`src/rtl/safe_pkg.sv`:
```
// Shared types for the keypad safe family: input tokens, output events,
// controller states and the stored-code record.
package safe_pkg;

    localparam int CODE_MAX_LENGTH = 8;
    localparam int CODE_LEN_W      = $clog2(CODE_MAX_LENGTH) + 1;

    typedef enum logic [3:0] {
        DIGIT_0     = 4'd0,
        DIGIT_1     = 4'd1,
        DIGIT_2     = 4'd2,
        DIGIT_3     = 4'd3,
        DIGIT_4     = 4'd4,
        DIGIT_5     = 4'd5,
        DIGIT_6     = 4'd6,
        DIGIT_7     = 4'd7,
        DIGIT_8     = 4'd8,
        DIGIT_9     = 4'd9,
        KEY_CLEAR   = 4'd10,
        KEY_OK      = 4'd11,
        DOOR_SEALED = 4'd12
    } data_in;

    typedef enum logic [2:0] {
        PASS_OK,
        PASS_FAIL,
        DOOR_LOCK,
        CODE_SET_MODE,
        BLOCK,
        TIMEOUT,
        LOCKOUT_END
    } data_out;

    typedef enum logic [2:0] {
        OPEN,
        LOCKED,
        CODE_CHECK,
        CODE_SET,
        CODE_CONFIRM,
        BLOCKED
    } safe_mu_state;

    // Unused digit positions are always zero, so whole-record equality is a valid code compare.
    typedef struct packed {
        logic [CODE_MAX_LENGTH-1:0][3:0] digits;
        logic [CODE_LEN_W-1:0]           length;
    } code_entry_t;

    function automatic logic is_digit(input data_in tok);
        return tok <= DIGIT_9;
    endfunction

endpackage

```
`src/rtl/safe_code_buffer.sv`:
```
// Digit entry buffer: appends digits up to the maximum length, clears on request,
// and compares the current entry against a reference code.
module safe_code_buffer
    import safe_pkg::*;
(
    input  logic        clk_i,
    input  logic        rst_i,
    input  logic        clear_i,
    input  logic        push_i,
    input  logic [3:0]  digit_i,
    input  code_entry_t ref_i,
    output code_entry_t entry_o,
    output logic        match_o
);

    code_entry_t entry_q;
    code_entry_t entry_d;

    // Digits beyond the maximum length are silently dropped.
    always_comb begin
        entry_d = entry_q;
        if (clear_i) begin
            entry_d = '0;
        end else if (push_i && (entry_q.length < CODE_LEN_W'(CODE_MAX_LENGTH))) begin
            entry_d.digits[entry_q.length[CODE_LEN_W-2:0]] = digit_i;
            entry_d.length = entry_q.length + 1'b1;
        end
    end

    always_ff @(posedge clk_i) begin
        if (rst_i) begin
            entry_q <= '0;
        end else begin
            entry_q <= entry_d;
        end
    end

    assign entry_o = entry_q;
    assign match_o = (ref_i.length != '0) && (ref_i == entry_q);

endmodule

```
`src/rtl/safe_multi_user.sv`:
```
// Multi-user keypad safe: per-user codes, escalating timed lockout, mechanical override,
// and one registered output event held under valid/ready backpressure.
module safe_multi_user
    import safe_pkg::*;
#(
    parameter int CODE_MIN_LENGTH         = 4,
    parameter int USER_COUNT              = 4,
    parameter int WRONG_ATTEMPTS_TO_BLOCK = 3,
    parameter int TIMEOUT_VALUE           = 1000,
    parameter int LONG_PRESS_VALUE        = 100,
    parameter int LOCKOUT_BASE            = 4096,
    parameter int LOCKOUT_MAX_SHIFT       = 3
) (
    input  logic                          clk_i,
    input  logic                          rst_i,
    input  data_in                        data_in_i,
    input  logic [$clog2(USER_COUNT)-1:0] user_i,
    input  logic                          data_in_valid_i,
    output logic                          data_in_ready_o,
    input  logic                          unlock_i,
    input  logic                          unlock_valid_i,
    output logic                          unlock_ready_o,
    output data_out                       data_out_o,
    output logic [$clog2(USER_COUNT)-1:0] data_out_user_o,
    output logic                          data_out_valid_o,
    input  logic                          data_out_ready_i
);

    localparam int USER_W = $clog2(USER_COUNT);
    localparam int TO_W   = $clog2(TIMEOUT_VALUE) + 1;
    localparam int LP_W   = $clog2(LONG_PRESS_VALUE) + 1;
    localparam int LO_W   = $clog2(LOCKOUT_BASE << LOCKOUT_MAX_SHIFT) + 1;
    localparam int LVL_W  = $clog2(LOCKOUT_MAX_SHIFT + 1);
    localparam int WR_W   = $clog2(WRONG_ATTEMPTS_TO_BLOCK + 1);

    safe_mu_state      state_q;
    logic [USER_W-1:0] active_user_q;
    code_entry_t       slots_q [USER_COUNT];
    code_entry_t       pending_q;
    logic [WR_W-1:0]   wrong_q;
    logic [LVL_W-1:0]  level_q;
    logic [TO_W-1:0]   to_cnt_q;
    logic [LP_W-1:0]   lp_cnt_q;
    logic [LO_W-1:0]   lo_cnt_q;
    logic              out_valid_q;
    data_out           out_data_q;
    logic [USER_W-1:0] out_user_q;

    logic        in_fire, is_dig, set_state, entry_state, any_slot;
    logic        to_fire, lp_clear, lp_fire, lo_fire, unlock_fire;
    logic        buf_push, buf_clear, buf_match;
    logic [LO_W-1:0] lock_len;
    code_entry_t buf_entry, cmp_ref;

    assign data_in_ready_o  = ~rst_i & ~out_valid_q;
    assign unlock_ready_o   = ~rst_i & (state_q == BLOCKED) & ~out_valid_q;
    assign data_out_valid_o = out_valid_q;
    assign data_out_o       = out_data_q;
    assign data_out_user_o  = out_user_q;

    always_comb begin
        any_slot = 1'b0;
        for (int u = 0; u < USER_COUNT; u++) begin
            any_slot = any_slot | (slots_q[u].length != '0);
        end
    end

    // Timer events only fire while the output register is free; their counters saturate meanwhile.
    assign in_fire     = data_in_valid_i & data_in_ready_o;
    assign is_dig      = is_digit(data_in_i);
    assign set_state   = (state_q == CODE_SET) || (state_q == CODE_CONFIRM);
    assign entry_state = set_state || (state_q == CODE_CHECK);
    assign to_fire     = entry_state && !data_in_valid_i && !out_valid_q
                         && (to_cnt_q == TO_W'(TIMEOUT_VALUE));
    assign lp_clear    = (state_q == OPEN) && data_in_valid_i && (data_in_i == KEY_CLEAR);
    assign lp_fire     = lp_clear && !out_valid_q && (lp_cnt_q >= LP_W'(LONG_PRESS_VALUE - 1));
    assign lock_len    = LO_W'(LOCKOUT_BASE) << level_q;
    assign unlock_fire = unlock_valid_i & unlock_ready_o & unlock_i;
    assign lo_fire     = (state_q == BLOCKED) && !out_valid_q && !unlock_fire
                         && (lo_cnt_q >= lock_len - 1'b1);
    assign buf_push    = in_fire && is_dig && (state_q != OPEN) && (state_q != BLOCKED);
    assign buf_clear   = to_fire || (in_fire && ((data_in_i == KEY_CLEAR) || (data_in_i == KEY_OK)
                         || (set_state && (data_in_i == DOOR_SEALED))));
    assign cmp_ref     = (state_q == CODE_CONFIRM) ? pending_q : slots_q[active_user_q];

    safe_code_buffer u_buf (
        .clk_i   (clk_i),
        .rst_i   (rst_i),
        .clear_i (buf_clear),
        .push_i  (buf_push),
        .digit_i (data_in_i),
        .ref_i   (cmp_ref),
        .entry_o (buf_entry),
        .match_o (buf_match)
    );

    always_ff @(posedge clk_i) begin
        if (rst_i) begin
            state_q       <= OPEN;
            active_user_q <= '0;
            for (int u = 0; u < USER_COUNT; u++) begin
                slots_q[u] <= '0;
            end
            pending_q     <= '0;
            wrong_q       <= '0;
            level_q       <= '0;
            to_cnt_q      <= '0;
            lp_cnt_q      <= '0;
            lo_cnt_q      <= '0;
            out_valid_q   <= 1'b0;
            out_data_q    <= PASS_OK;
            out_user_q    <= '0;
        end else begin
            to_cnt_q <= (!entry_state || data_in_valid_i || to_fire) ? '0 :
                        (to_cnt_q == TO_W'(TIMEOUT_VALUE)) ? to_cnt_q : to_cnt_q + 1'b1;
            lp_cnt_q <= (!lp_clear || lp_fire) ? '0 :
                        (lp_cnt_q >= LP_W'(LONG_PRESS_VALUE - 1)) ? lp_cnt_q : lp_cnt_q + 1'b1;
            lo_cnt_q <= ((state_q != BLOCKED) || lo_fire || unlock_fire) ? '0 :
                        (lo_cnt_q >= lock_len - 1'b1) ? lo_cnt_q : lo_cnt_q + 1'b1;

            if (out_valid_q && data_out_ready_i) begin
                out_valid_q <= 1'b0;
            end
            // The event user tracks the active user while free and freezes once an event is held.
            if (!out_valid_q) begin
                out_user_q <= lp_fire ? user_i : active_user_q;
            end

            if (unlock_fire) begin
                level_q     <= '0;
                wrong_q     <= '0;
                state_q     <= OPEN;
                out_valid_q <= 1'b1;
                out_data_q  <= PASS_OK;
            end else if (lo_fire) begin
                if (level_q < LVL_W'(LOCKOUT_MAX_SHIFT)) begin
                    level_q <= level_q + 1'b1;
                end
                wrong_q     <= '0;
                state_q     <= LOCKED;
                out_valid_q <= 1'b1;
                out_data_q  <= LOCKOUT_END;
            end else if (to_fire) begin
                state_q     <= (state_q == CODE_CHECK) ? LOCKED : OPEN;
                out_valid_q <= 1'b1;
                out_data_q  <= TIMEOUT;
            end else if (lp_fire) begin
                active_user_q <= user_i;
                state_q       <= CODE_SET;
                out_valid_q   <= 1'b1;
                out_data_q    <= CODE_SET_MODE;
            end else if (in_fire) begin
                case (state_q)
                    LOCKED: begin
                        if (is_dig) begin
                            active_user_q <= user_i;
                            state_q       <= CODE_CHECK;
                        end
                    end
                    CODE_CHECK: begin
                        if (data_in_i == KEY_OK) begin
                            out_valid_q <= 1'b1;
                            if (buf_match) begin
                                wrong_q    <= '0;
                                level_q    <= '0;
                                state_q    <= OPEN;
                                out_data_q <= PASS_OK;
                            end else begin
                                wrong_q <= wrong_q + 1'b1;
                                if ((wrong_q + 1'b1) >= WR_W'(WRONG_ATTEMPTS_TO_BLOCK)) begin
                                    state_q    <= BLOCKED;
                                    out_data_q <= BLOCK;
                                end else begin
                                    state_q    <= LOCKED;
                                    out_data_q <= PASS_FAIL;
                                end
                            end
                        end
                    end
                    CODE_SET, CODE_CONFIRM: begin
                        if (data_in_i == KEY_OK) begin
                            if (state_q == CODE_SET) begin
                                if (buf_entry.length >= CODE_LEN_W'(CODE_MIN_LENGTH)) begin
                                    pending_q <= buf_entry;
                                    state_q   <= CODE_CONFIRM;
                                end else begin
                                    out_valid_q <= 1'b1;
                                    out_data_q  <= PASS_FAIL;
                                end
                            end else if (buf_match) begin
                                slots_q[active_user_q] <= pending_q;
                                state_q     <= OPEN;
                                out_valid_q <= 1'b1;
                                out_data_q  <= PASS_OK;
                            end else begin
                                state_q     <= CODE_SET;
                                out_valid_q <= 1'b1;
                                out_data_q  <= PASS_FAIL;
                            end
                        end else if (data_in_i == DOOR_SEALED) begin
                            state_q <= any_slot ? LOCKED : OPEN;
                            if (any_slot) begin
                                out_valid_q <= 1'b1;
                                out_data_q  <= DOOR_LOCK;
                            end
                        end
                    end
                    OPEN: begin
                        if ((data_in_i == DOOR_SEALED) && any_slot) begin
                            state_q     <= LOCKED;
                            out_valid_q <= 1'b1;
                            out_data_q  <= DOOR_LOCK;
                        end
                    end
                    default: begin
                    end
                endcase
            end
        end
    end

endmodule

```
`config.mk`:
```
export PLATFORM = sky130hd
export DESIGN_NAME = safe_multi_user
export DESIGN_NICKNAME = d
export VERILOG_FILES = /design/src/rtl/safe_pkg.sv /design/src/rtl/safe_code_buffer.sv /design/src/rtl/safe_multi_user.sv
export SDC_FILE = /design/constraint.sdc
export NUM_CORES = 1
export LEC_CHECK = 0
export ABC_AREA = 1
export BUFFER_PORTS_ARGS = -buffer_cell sky130_fd_sc_hd__buf_4
export CORE_MARGIN = 4
export CORE_UTILIZATION = 55
export DETAILED_ROUTE_END_ITERATION = 7
export PLACE_DENSITY = 0.72
export SYNTH_ARGS = -nofsm -noshare
export SYNTH_HDL_FRONTEND = slang
export SYNTH_SLANG_ARGS = --single-unit
```
`constraint.sdc`:
```
create_clock -name clk_i -period 7.62 [get_ports clk_i]
set_input_delay 1.524 -clock clk_i [delete_from_list [all_inputs] [get_ports clk_i]]
set_output_delay 1.524 -clock clk_i [all_outputs]
set_load 0.1 [all_outputs]
```
==> results.rst, run 1 <==
.. list-table::
   :header-rows: 1

   * - Metric
     - Value
   * - Status
     - complete, no violations
   * - Mean area per synthesized cell
     - ~7.7 sq um
   * - Min-delay worst type
     - reg -> reg
   * - Power density over the cells
     - ~210 nW/um^2
   * - Clock Skews
     - between 0.02 and 0.025 ns
   * - #FFs+latches synth
     - 268
   * - Most area-consuming cells after synthesis
     - edfxtp_1, dfxtp_1, nand2_1
   * - Setup crit end kind
     - register
   * - Dominant combinational cell family by area after synthesis
     - simple AND/OR/NAND/NOR gates
   * - Share of flip-flops with an asynchronous set or reset after synthesis
     - 0%
   * - Cell type with the largest total area after synthesis
     - edfxtp_1
   * - Tightest Pin Transition
     - approximately 1.2 ns
   * - Count of cells resized by post-cts repair
     - 0
   * - Clock-pin slew reported for the worst setup and hold paths after clock tree synthesis
     - roughly 0.060 ns
   * - Number of buffers inserted during clock tree synthesis
     - 29
   * - Core box area
     - approximately 24000 sq um
   * - Final hold viol count
     - 0
   * - Delay of the slowest cell on the worst path
     - about 0.94 ns
   * - Ports placed on the boundary
     - 20
   * - Max Cap Violations
     - 0
   * - Setup fix buffers added after clock tree synthesis
     - 0
   * - Commonest cells after routing, fill and taps aside
     - nand2_1, inv_1, nor2_1
   * - Worst-path cell chain
     - nor2_4 -> nand2_2 -> inv_2 -> nand2_1 -> nand2_1 -> nand2_1 -> nand2_1 -> nand2_1 -> nor2_1 -> nand2_1 -> nor2_1 -> nand3_2 -> inv_2 -> nand2_2 -> nor2_4 -> nand2_4 -> nand2_2
   * - Worst hold margin
     - 0.437 ns
   * - Main flop type after synthesis
     - edfxtp_1
   * - Static leakage
     - between 6 and 7 nW
   * - Adder-Cell Fraction of Synth Area
     - 1.13%
   * - Master of the slowest instance on the critical path
     - nand2_2
   * - Most common cell after layout, fill and taps aside
     - nand2_1
   * - Setup Crit Path Kind
     - reg -> reg
   * - Drt wl/cell
     - roughly 15 um
   * - DRC violations left
     - 0
   * - Overall via count from detail_route
     - between 10000 and 15000
   * - Vias in the first global route
     - 10600
   * - Xor/xnor cell area share of the yosys netlist
     - less than 1%
   * - Ratio of cells with drive above 1 in the final layout
     - under 10%
   * - Data arrival time of the critical path
     - 5.83 ns
   * - RePlAce Congestion
     - about 0.87
   * - Fraction of the mapped netlist area in compound gates
     - under 10%
   * - Number of synthesized flops with an enable pin
     - between 100 and 150
   * - Count of inserted antenna diode cells
     - 0
   * - Number of standard cells in the final layout excluding fillers
     - between 2000 and 2500
   * - Residual antenna-violating net count after detailed routing
     - 0
   * - Required @ worst endpoint
     - just under 8 ns
   * - Yosys cell types
     - 38
   * - Number of H-tree levels
     - 1
   * - Slew headroom
     - 19.4%
   * - Hold-fix buffer count after cts
     - 0
   * - Sink count of the clock tree
     - 268
   * - Hpwl dp
     - just under 20000 um
   * - Height of the die
     - about 160 um
   * - Final wirelength
     - between 30000 and 40000 um
   * - Area share of the largest cell type after synthesis
     - 32.6%
   * - Global routing usage summed across all routing layers
     - between 20% and 30%
   * - Total power consumption of the routed design
     - around 3.1 mW
   * - Clock insertion delay at the later pin of the skew report
     - 0.55 ns
   * - Mux contribution to synthesized area
     - 0%
   * - Total negative slack
     - 0 ns
   * - Period utilization
     - about three quarters
   * - Average via count per standard cell
     - about 5.4
   * - Minimum clock period
     - around 5.7 ns
   * - RSZ-0062 raised after global routing
     - no
   * - Count of final max-slew check failures
     - 0
   * - Synthesized-area fraction occupied by and/or/nand/nor cells
     - approximately 28%
   * - Share of the core filled with cells in the final layout
     - between 60% and 70%
   * - Cell area after synthesis
     - between 10000 and 15000 sq um
   * - Violation count after the first detailed-routing iteration
     - between 900 and 1000
   * - First-pass iteration count of the detailed router
     - 5
   * - Pin count of the biggest net entering global routing
     - 73
   * - Sequential cell area fraction in the yosys report
     - between 50 and 60%
   * - Maximum VDD drop
     - 0.000159 V
   * - Largest fanout of any net on the critical path
     - 43
   * - Total instance count after detailed placement
     - 1999
   * - Number of buffers on the longest clock path
     - 3
   * - Number of standard-cell rows in the floorplan
     - 56
   * - Syn-to-layout area delta
     - 8.94%
   * - Gate Count Post-Synth
     - approximately 1700
   * - DIE AREA
     - approximately 27000 sq um
   * - Type of element launching the critical path
     - register
   * - Antenna violations before repair
     - 0
   * - Global-route wire length before repair
     - 51900 um
   * - Count of warnings emitted by yosys
     - 0
   * - Library cell used as clock root buffer
     - clkbuf_16
   * - Nets
     - 1735
   * - Count of buffers from port buffering
     - 19
   * - Most frequent CP cell
     - nand2_1
   * - GRT overflow
     - 0
   * - Synth Net Count
     - between 1500 and 2000
   * - Clock tree from TritonCTS
     - done
   * - Initial core utilization
     - between 50 and 60%
   * - Finish-stage setup viols
     - 0
   * - Maximum frequency from static timing analysis
     - about 180 MHz
   * - Die width
     - roughly 160 um
[final timing paths]
check                           slack (ns)  cells past startpoint        start             end
worst max-delay path                  1.94                     17   state_q[0]  slots_q[0][23]
worst min register to register        0.44                      2  lp_cnt_q[7]     lp_cnt_q[7]
worst max register to register        1.94                     17   state_q[0]  slots_q[0][23]
worst min-delay path                  0.44                      2  lp_cnt_q[7]     lp_cnt_q[7]
[cells by family (layout without fill, tap and decap cells)]
kind of cell    Yosys count  after routing
compound gates          207            207
xor+xnor                  5              5
fa+ha+maj                12             12
buf+inv                 321            342
flops                   268            268
simple gates            900            900
[metrics by stage]
step	cell area [sq um]	setup WS, ns
finish	14400	1.94
global route	14400	1.54
CTS	14400	1.98
detailed placement	13500	1.69
global placement	13500	1.90
floorplan	13300	0.764
[state kept, by name (all words and copies together), names as in the netlist, named ones only]
name and count:
u_buf.entry_o 36, lo_cnt_q 16, slots_q 144, data_out_user_o 2, active_user_q 2, data_out_o 3, lp_cnt_q 8, wrong_q 2
pending_q 36, level_q 2, state_q 3, data_out_valid_o 1, to_cnt_q 11
[cells in the mapped netlist, types with 3 or more instances]
master    count
o21ai_0      80
ha_1         12
nor2_2       11
o21ai_1       4
o211ai_1     24
xor2_1        3
or2_2         4
nor4_1        4
nor3b_1       5
a21oi_1      89
inv_2         4
inv_1       253
dfxtp_1     124
a211oi_1      3
nand4_1      17
nand2_1     462
nor3_1       21
nor2_1      233
edfxtp_1    144
clkbuf_1     21
nand3_1     130
nand3_2       4
buf_2        15
buf_6        16
a31oi_1       3
buf_4        10
[power by group]
group	leakage, nW	internal, mW	switching, mW	total, mW
clock	0.468	0.829	0.563	1.39
combinational	3.33	0.0314	0.0834	0.115
sequential	2.37	1.56	0.0113	1.57
total	6.16	2.42	0.658	3.08
[routing by layer]
metal | part of all wire [%] | GRT usage, %
met1 | 43 | 31.6
met2 | 48 | 41.6
met3 | 6.0 | 3.10
met4 | 2.4 | 6.40
met5 | 0 | 0
[critical path, delay by kind of cell, from the launching register on]
| kind | cells | cell delay, ns |
|---|---|---|
| DFF | 1 | 0.35 |
| buffers and inverters | 2 | 0.92 |
| and+or+nand+nor | 15 | 3.94 |
[final cells by class]
type / count / area [sq um]
Clock buffer: 39 / 793
Clock inverter: 15 / 153
Fill cell: 2117 / 9180
Inverter: 259 / 972
Multi-Input combinational cell: 1124 / 5090
Sequential cell: 268 / 6810
Tap cell: 319 / 399
Timing Repair Buffer: 29 / 218
Note: power is estimated with default switching activity, not from simulation.
==> inputs of run 2 (changes only) <==
--- a/config.mk
+++ b/config.mk
@@ -5,7 +5,7 @@
 export SDC_FILE = /design/constraint.sdc
 export NUM_CORES = 1
 export LEC_CHECK = 0
-export ABC_AREA = 1
+export ABC_AREA = 0
 export BUFFER_PORTS_ARGS = -buffer_cell sky130_fd_sc_hd__buf_4
 export CORE_MARGIN = 4
 export CORE_UTILIZATION = 55
==> constraint.sdc (replaced) <==
create_clock -name clk_i -period 5.5 [get_ports clk_i]
set_input_delay 1.1 -clock clk_i [delete_from_list [all_inputs] [get_ports clk_i]]
set_output_delay 1.1 -clock clk_i [all_outputs]
set_load 0.1 [all_outputs]
==> run 2 against run 1 <==
Compared with the run above: first-iteration DRC count fell by 31%; sequential power grew 38%; clock skew down 0.0039 ns; power increased by 29%; synthesized area is 4.7% lower; clock power is 20% higher; utilization fell by 0.54 points; highest routed layer unchanged; cell area shrank 5.0%; sequential cell count is the same; global-route usage shrank 2.3 points; largest cell class unchanged; critical endpoint is now slots_q[2][23]; register-to-register slack worse by 0.35 ns; die area decreased by 4.5%.
==> results.rst, run 2 <==
.. list-table::
   :header-rows: 1

   * - Metric
     - Value
   * - Status
     - complete, no violations
   * - Register-to-register setup slack
     - ~1.6 ns
   * - Min-delay worst type
     - reg -> reg
   * - Gate Count Post-Synth
     - around 1100
   * - Average via count per standard cell
     - ~5.9
   * - Drt wl/cell
     - 19.1 um
   * - Minimum clock period
     - between 3 and 4 ns
   * - Initial core utilization
     - 55.8%
   * - Maximum frequency from static timing analysis
     - between 200 and 300 MHz
   * - Main flop type after synthesis
     - edfxtp_1
   * - Number of standard-cell rows in the floorplan
     - 55
   * - Register ranked first by flip-flop count
     - slots_q
   * - First-pass iteration count of the detailed router
     - 5
   * - Power density over the cells
     - between 200 and 300 nW/um^2
   * - Sequential cell area fraction in the yosys report
     - between 50% and 60%
   * - Largest fanout of any net on the critical path
     - 37
   * - GRT overflow
     - 0
   * - Global-route wire length before repair
     - between 40000 and 50000 um
   * - Critical path launch point
     - state_q[2]
   * - Number of synthesized flops with an enable pin
     - 144
   * - Clock tree from TritonCTS
     - done
   * - Die width
     - between 150 and 200 um
   * - Ports placed on the boundary
     - 20
   * - Residual antenna-violating net count after detailed routing
     - 0
   * - DRC violations left
     - 0
   * - Cell type with the largest total area after synthesis
     - edfxtp_1
   * - Antenna violations before repair
     - 0
   * - Total power consumption of the routed design
     - 3.96 mW
   * - Core box area
     - between 20000 and 25000 sq um
   * - Period utilization
     - 71.0%
   * - Commonest cells after routing, fill and taps aside
     - and2_1, edfxtp_1, dfxtp_1
   * - Static leakage
     - roughly 4.7 nW
   * - #FFs+latches synth
     - ~270
   * - Hold-fix buffer count after cts
     - 0
   * - Maximum VDD drop
     - between 0.0002 and 0.00025 V
   * - Master of the slowest instance on the critical path
     - or2_2
   * - Flip-flop count of the largest register after layout
     - 144
   * - Clock insertion delay at the later pin of the skew report
     - 0.54 ns
   * - Clock group share of total power
     - a little over two fifths
   * - Finish-stage setup viols
     - 0
   * - Slew headroom
     - 24.8%
   * - DIE AREA
     - between 20000 and 30000 sq um
   * - Global routing usage summed across all routing layers
     - ~22%
   * - Setup crit end kind
     - register
   * - Count of cells resized by post-cts repair
     - 0
   * - Pin count of the biggest net entering global routing
     - 55
   * - Most area-consuming cells after synthesis
     - edfxtp_1, dfxtp_1, and2_1
   * - Count of inserted antenna diode cells
     - 0
   * - Count of final max-slew check failures
     - 0
   * - Total net switching power
     - about 0.84 mW
   * - Fill cell instance count of the final layout
     - roughly 1800
   * - Delay of the slowest cell on the worst path
     - slightly above 0.8 ns
   * - Cell area after synthesis
     - ~13000 sq um
   * - Nets
     - between 1000 and 1500
   * - Mean area per synthesized cell
     - about 11 sq um
   * - Sequential power share
     - 54.7%
   * - Source of the worst register-to-register timing path
     - state_q[2]
   * - Top cells by count, synth
     - and2_1, edfxtp_1, dfxtp_1
   * - Multi-input gate area
     - 5450 sq um
   * - Sw frac
     - a little over a fifth
   * - Number of buffers on the longest clock path
     - 3
   * - Library cell used as clock root buffer
     - clkbuf_16
   * - Internal power of the cells
     - slightly above 3 mW
   * - Clock-pin slew reported for the worst setup and hold paths after clock tree synthesis
     - 0.06 ns
   * - Total non-filler cell area in the finished layout
     - around 14000 sq um
   * - Number of standard cells in the final layout excluding fillers
     - 1443
   * - Setup Crit Path Kind
     - reg -> reg
   * - Combinational group share of total power
     - under 10%
   * - Synth Net Count
     - roughly 1200
   * - Setup fix buffers added after clock tree synthesis
     - 0
   * - Total negative slack
     - 0 ns
   * - Worst-path cell chain
     - or3b_4 -> a221oi_1 -> nand4_1 -> or2_4 -> nor3_4 -> buf_4 -> and3b_1 -> buf_4 -> or2_2
   * - Max Cap Violations
     - 0
   * - Share of flip-flops with an asynchronous set or reset after synthesis
     - 0%
   * - Area share of the largest cell type after synthesis
     - roughly a third
   * - Total instance count after detailed placement
     - about 1400
   * - Critical Path Sink
     - slots_q[2][23]
   * - Tightest Pin Transition
     - about 1.1 ns
   * - Syn-to-layout area delta
     - 8.69%
   * - Number of H-tree levels
     - 1
   * - Number of buffers inserted during clock tree synthesis
     - 27
   * - RSZ-0062 raised after global routing
     - no
   * - Most frequent CP cell
     - buf_4
   * - Instance area after placement
     - around 13000 sq um
   * - Final wirelength
     - around 28000 um
   * - Final hold viol count
     - 0
   * - Type of element launching the critical path
     - register
   * - Cell count along the critical path
     - 9
   * - Clock Skews
     - 0.0163 ns
   * - Data arrival time of the critical path
     - between 4 and 5 ns
   * - Overall via count from detail_route
     - 8459
   * - Count of buffers from port buffering
     - 19
   * - Height of the die
     - between 150 and 200 um
   * - Worst R2R End
     - slots_q[2][23]
   * - Number of cells on the worst reg-to-reg path
     - 9
   * - Combined buffer and inverter count along the critical path
     - 2
   * - Hpwl dp
     - between 15000 and 20000 um
   * - Register Area
     - between 6000 and 7000 sq um
   * - Required @ worst endpoint
     - about 5.7 ns
   * - RePlAce Congestion
     - between 0.9 and 1
   * - Vias in the first global route
     - 8200
   * - Yosys cell types
     - 68
   * - Violation count after the first detailed-routing iteration
     - 631
   * - Ratio of cells with drive above 1 in the final layout
     - around an eighth
   * - Count of warnings emitted by yosys
     - 0
   * - Kind of cell adding the most delay to the critical path
     - simple AND/OR/NAND/NOR gates
   * - Sink count of the clock tree
     - approximately 270
==> run 2: layout make-up <==
type	count	share of cell area [%]
clock buffers	35	5.31
clock inverters	15	0.529
inverters	20	0.547
multi-input cells	789	39.7
flip-flops and latches	268	49.6
well taps	285	2.60
repair buffers	31	1.70
==> run 2: worst min-delay path by stage <==
| stage | end | start | depth (start not counted) |
|---|---|---|---|
| 3_5_place_dp | lp_cnt_q[7] | lp_cnt_q[7] | 2 |
| 3_3_place_gp | lp_cnt_q[7] | lp_cnt_q[7] | 2 |
| 5_1_grt | wrong_q[0] | wrong_q[0] | 1 |
| 4_1_cts | wrong_q[0] | wrong_q[0] | 1 |
| 2_1_floorplan | lp_cnt_q[7] | lp_cnt_q[7] | 2 |
| 6_report | lp_cnt_q[7] | lp_cnt_q[7] | 2 |
==> run 2: power groups by stage <==
stage	registers [mW]	logic (mW)	clock network (mW)
detailed placement	2.21	0.121	0
global route	2.17	0.130	1.78
global placement	2.21	0.120	0
finish	2.17	0.121	1.67
floorplan	2.21	0.0823	0
CTS	2.17	0.121	1.69
==> run 2: per-layer routing <==
metal  vias to the layer above  routed length (um)  track usage [%]
li1                       4034                   -                -
met1                      4163               12700             31.7
met2                       223               12600             33.9
met3                        39                1640             3.39
met4                         0                 581             5.40
met5                         -                   0                0
==> run 2: kinds of logic after synthesis <==
family                     count (synthesis)  synth area share [%]
and+or+nand+nor                          473                  20.1
DFF                                      268                  53.9
AOI/OAI and AO/OA                        156                  7.39
xor gates and xnor gates                  96                  6.66
buffers and inverters                     84                  3.02
muxes                                     52                  7.70
adders and majority gates                 12                  1.19
==> run 2: stage by stage <==
| step | util, % | hold slack [ns] | setup slack, ns |
|---|---|---|---|
| 3_5_place_dp | 57.1 | 0.435 | 1.04 |
| 2_1_floorplan | - | 0.419 | 0.904 |
| 4_1_cts | 60.6 | 0.475 | 1.58 |
| 5_1_grt | 60.6 | 0.493 | 1.34 |
| 3_3_place_gp | 57.1 | 0.432 | 1.10 |
| 6_report | 60.6 | 0.467 | 1.60 |
==> run 2: worst reg2reg max path: stages (launching register included) <==
cell and delay (ns):
dfxtp_1 0.61, or3b_4 0.48, a221oi_1 0.22, nand4_1 0.15
or2_4 0.29, nor3_4 0.13, buf_4 0.27, and3b_1 0.19
buf_4 0.33, or2_2 0.83
==> inputs of run 3 (changes only) <==
--- a/config.mk
+++ b/config.mk
@@ -5,12 +5,12 @@
 export SDC_FILE = /design/constraint.sdc
 export NUM_CORES = 1
 export LEC_CHECK = 0
-export ABC_AREA = 0
+export ABC_AREA = 1
 export BUFFER_PORTS_ARGS = -buffer_cell sky130_fd_sc_hd__buf_4
 export CORE_MARGIN = 4
 export CORE_UTILIZATION = 55
 export DETAILED_ROUTE_END_ITERATION = 7
-export PLACE_DENSITY = 0.72
+export PLACE_DENSITY = 0.75
 export SYNTH_ARGS = -nofsm -noshare
 export SYNTH_HDL_FRONTEND = slang
 export SYNTH_SLANG_ARGS = --single-unit
==> constraint.sdc (replaced) <==
create_clock -name clk_i -period 3.42 [get_ports clk_i]
set_input_delay 0.684 -clock clk_i [delete_from_list [all_inputs] [get_ports clk_i]]
set_output_delay 0.684 -clock clk_i [all_outputs]
set_load 0.1 [all_outputs]
==> run 3 against run 2 <==
Compared with the run above: combinational power rose by 130%; via count rose by 31%; sequential cell count did not move; cell area rose by 7.3%; wire length rose by 16%; cell count rose by 44%; clock skew fell by 0.0088 ns; worst hold slack got worse by 0.048 ns; first-iteration DRC count rose by 33%; clock power rose by 75%; critical path depth rose by 10.
==> results.rst, run 3 (synthesis gave the netlist of run 1 again) <==
.. list-table::
   :header-rows: 1

   * - Metric
     - Value
   * - Count of buffers from port buffering
     - 19
   * - Average via count per standard cell
     - around 5.3
   * - Number of buffers inserted during clock tree synthesis
     - 28
   * - Flip-flop count of the largest register after layout
     - 144
   * - Static leakage
     - ~6.3 nW
   * - Clock insertion delay at the later pin of the skew report
     - 0.54 ns
   * - Antenna violations before repair
     - 1
   * - Count of inserted antenna diode cells
     - 0
   * - Syn-to-layout area delta
     - 11.1%
   * - Worst hold margin
     - between 0.4 and 0.5 ns
   * - Number of H-tree levels
     - 1
   * - Pin count of the biggest net entering global routing
     - 73
   * - Number of standard-cell rows in the floorplan
     - 56
   * - Library cell used as clock root buffer
     - clkbuf_16
   * - First-pass iteration count of the detailed router
     - 6
   * - Setup crit end kind
     - register
   * - Ratio of cells with drive above 1 in the final layout
     - between 7 and 8%
   * - Total power consumption of the routed design
     - 6.70 mW
   * - Critical path launch point
     - state_q[0]
   * - Overall via count from detail_route
     - about 11000
   * - Final hold viol count
     - 0
   * - Core box area
     - approximately 24000 sq um
   * - Most common cell after layout, fill and taps aside
     - nand2_1
   * - Worst R2R End
     - slots_q[0][8]
   * - Clock-pin slew reported for the worst setup and hold paths after clock tree synthesis
     - approximately 0.060 ns
   * - Type of element launching the critical path
     - register
   * - Global-route wire length before repair
     - between 50000 and 60000 um
   * - Nets
     - between 1500 and 2000
   * - Drt wl/cell
     - approximately 15 um
   * - Share of the core filled with cells in the final layout
     - approximately 62%
   * - Source of the worst register-to-register timing path
     - state_q[0]
   * - Ports placed on the boundary
     - 20
   * - Min-delay worst type
     - in -> reg
   * - Max Cap Violations
     - 0
   * - Residual antenna-violating net count after detailed routing
     - 0
   * - Count of final max-slew check failures
     - 0
   * - Worst slack after detailed placement
     - ~0.28 ns
   * - Maximum frequency from static timing analysis
     - ~320 MHz
   * - Finish-stage setup viols
     - 0
   * - Required @ worst endpoint
     - roughly 3.7 ns
   * - Hpwl dp
     - 20900 um
   * - Number of cells on the worst reg-to-reg path
     - 19
   * - Die width
     - around 160 um
   * - Maximum VDD drop
     - about 0.00048 V
   * - Setup fix buffers added after clock tree synthesis
     - 0
   * - Power density over the cells
     - 455 nW/um^2
   * - DRC violations left
     - 0
   * - Register-to-register setup slack
     - between 0.2 and 0.3 ns
   * - Height of the die
     - ~160 um
   * - Period utilization
     - 92.2%
   * - Slew headroom
     - a little under half
   * - Clock tree from TritonCTS
     - done
   * - Critical Path Sink
     - slots_q[0][8]
   * - Initial core utilization
     - between 50% and 60%
   * - GRT overflow
     - 0
   * - Register ranked first by flip-flop count
     - slots_q
   * - Minimum clock period
     - 3.15 ns
   * - Setup Crit Path Kind
     - reg -> reg
   * - Largest fanout of any net on the critical path
     - 21
   * - Commonest cells after routing, fill and taps aside
     - nand2_1, inv_1, nor2_1
   * - Global routing usage summed across all routing layers
     - between 20% and 30%
   * - Status
     - complete, no violations
   * - Tightest Pin Transition
     - just under 0.8 ns
   * - Sink count of the clock tree
     - roughly 270
   * - Data arrival time of the critical path
     - between 3 and 4 ns
   * - RePlAce Congestion
     - around 0.91
   * - Vias in the first global route
     - 10600
   * - Violation count after the first detailed-routing iteration
     - approximately 840
   * - Final wirelength
     - 31800 um
   * - DIE AREA
     - about 27000 sq um
   * - Worst setup margin
     - ~0.27 ns
   * - Number of buffers on the longest clock path
     - 3
   * - Clock Skews
     - around 0.0075 ns
run 3: changes by cell type in the layout (fill, tap and decap cells not counted), sizes merged, moves of 34 or more:
cell   before  now
o21ai      39   84
xor2       37    3
xnor2      59    2
nor2       80  246
and2      144    0
nand2     118  466
inv        21  257
nand3      18  134
mux4       36    0
run 3: worst min-delay path by stage:
stage | startpoint | end | slack (ns) | cells after the start
after floorplan | lp_cnt_q[7] | lp_cnt_q[7] | 0.41 | 2
after global placement | lp_cnt_q[7] | lp_cnt_q[7] | 0.43 | 2
after detailed placement | lp_cnt_q[7] | lp_cnt_q[7] | 0.43 | 2
after CTS | rst_i | pending_q[3] | 0.42 | 2
after global routing | rst_i | pending_q[3] | 0.42 | 2
final | rst_i | pending_q[3] | 0.42 | 2
run 3: routing by layer:
layer,vias to the layer above,track usage [%],routed length [um]
li1,5543,-,-
met1,5093,32.1,13700
met2,374,39.5,14700
met3,68,4.34,2470
met4,2,8.20,928
met5,-,0,17
run 3: where the power goes:
group,internal [mW],switching [mW],leakage (nW)
registers,3.47,0.0253,2.37
logic,0.0853,0.190,3.53
clock network,1.69,1.24,0.429
total,5.24,1.46,6.32
run 3: final cells by class:
| class | instances | area (sq um) |
|---|---|---|
| clock buffers | 34 | 744 |
| inverters | 259 | 975 |
| fillers | 2071 | 8890 |
| flip-flops and latches | 268 | 6810 |
| well taps | 319 | 399 |
| multi-input cells | 1124 | 5110 |
| clock inverters | 18 | 135 |
| repair buffers | 60 | 556 |
run 3: critical path, cell delays in order, from the launching register on:
cell,delay (ns)
dfxtp_1,0.35
nor2_4,0.16
nand2_2,0.12
inv_2,0.08
buf_4,0.28
nand2_1,0.11
nand2_1,0.08
nand2_1,0.05
nand2_1,0.12
nand2_1,0.07
nor2_1,0.09
nand2_1,0.06
nor2_1,0.18
nand3_2,0.21
inv_2,0.15
nand2_2,0.12
nor2_4,0.16
nand2_4,0.06
nand2_2,0.14
clkbuf_16,0.26
run 3: repair_timing:
action                     in CTS  in global routing
hold buffers                    0                  0
setup endpoints to repair       0                 29
resized for setup               0                  2
run 3: through the flow:
step,std cells,cell area [sq um],setup TNS [ns]
final,2082,14700,0
after detailed placement,2029,13800,0
after floorplan,1713,13300,0
after global routing,2082,14700,-0.00132
after global placement,2029,13800,0
after CTS,2081,14700,0
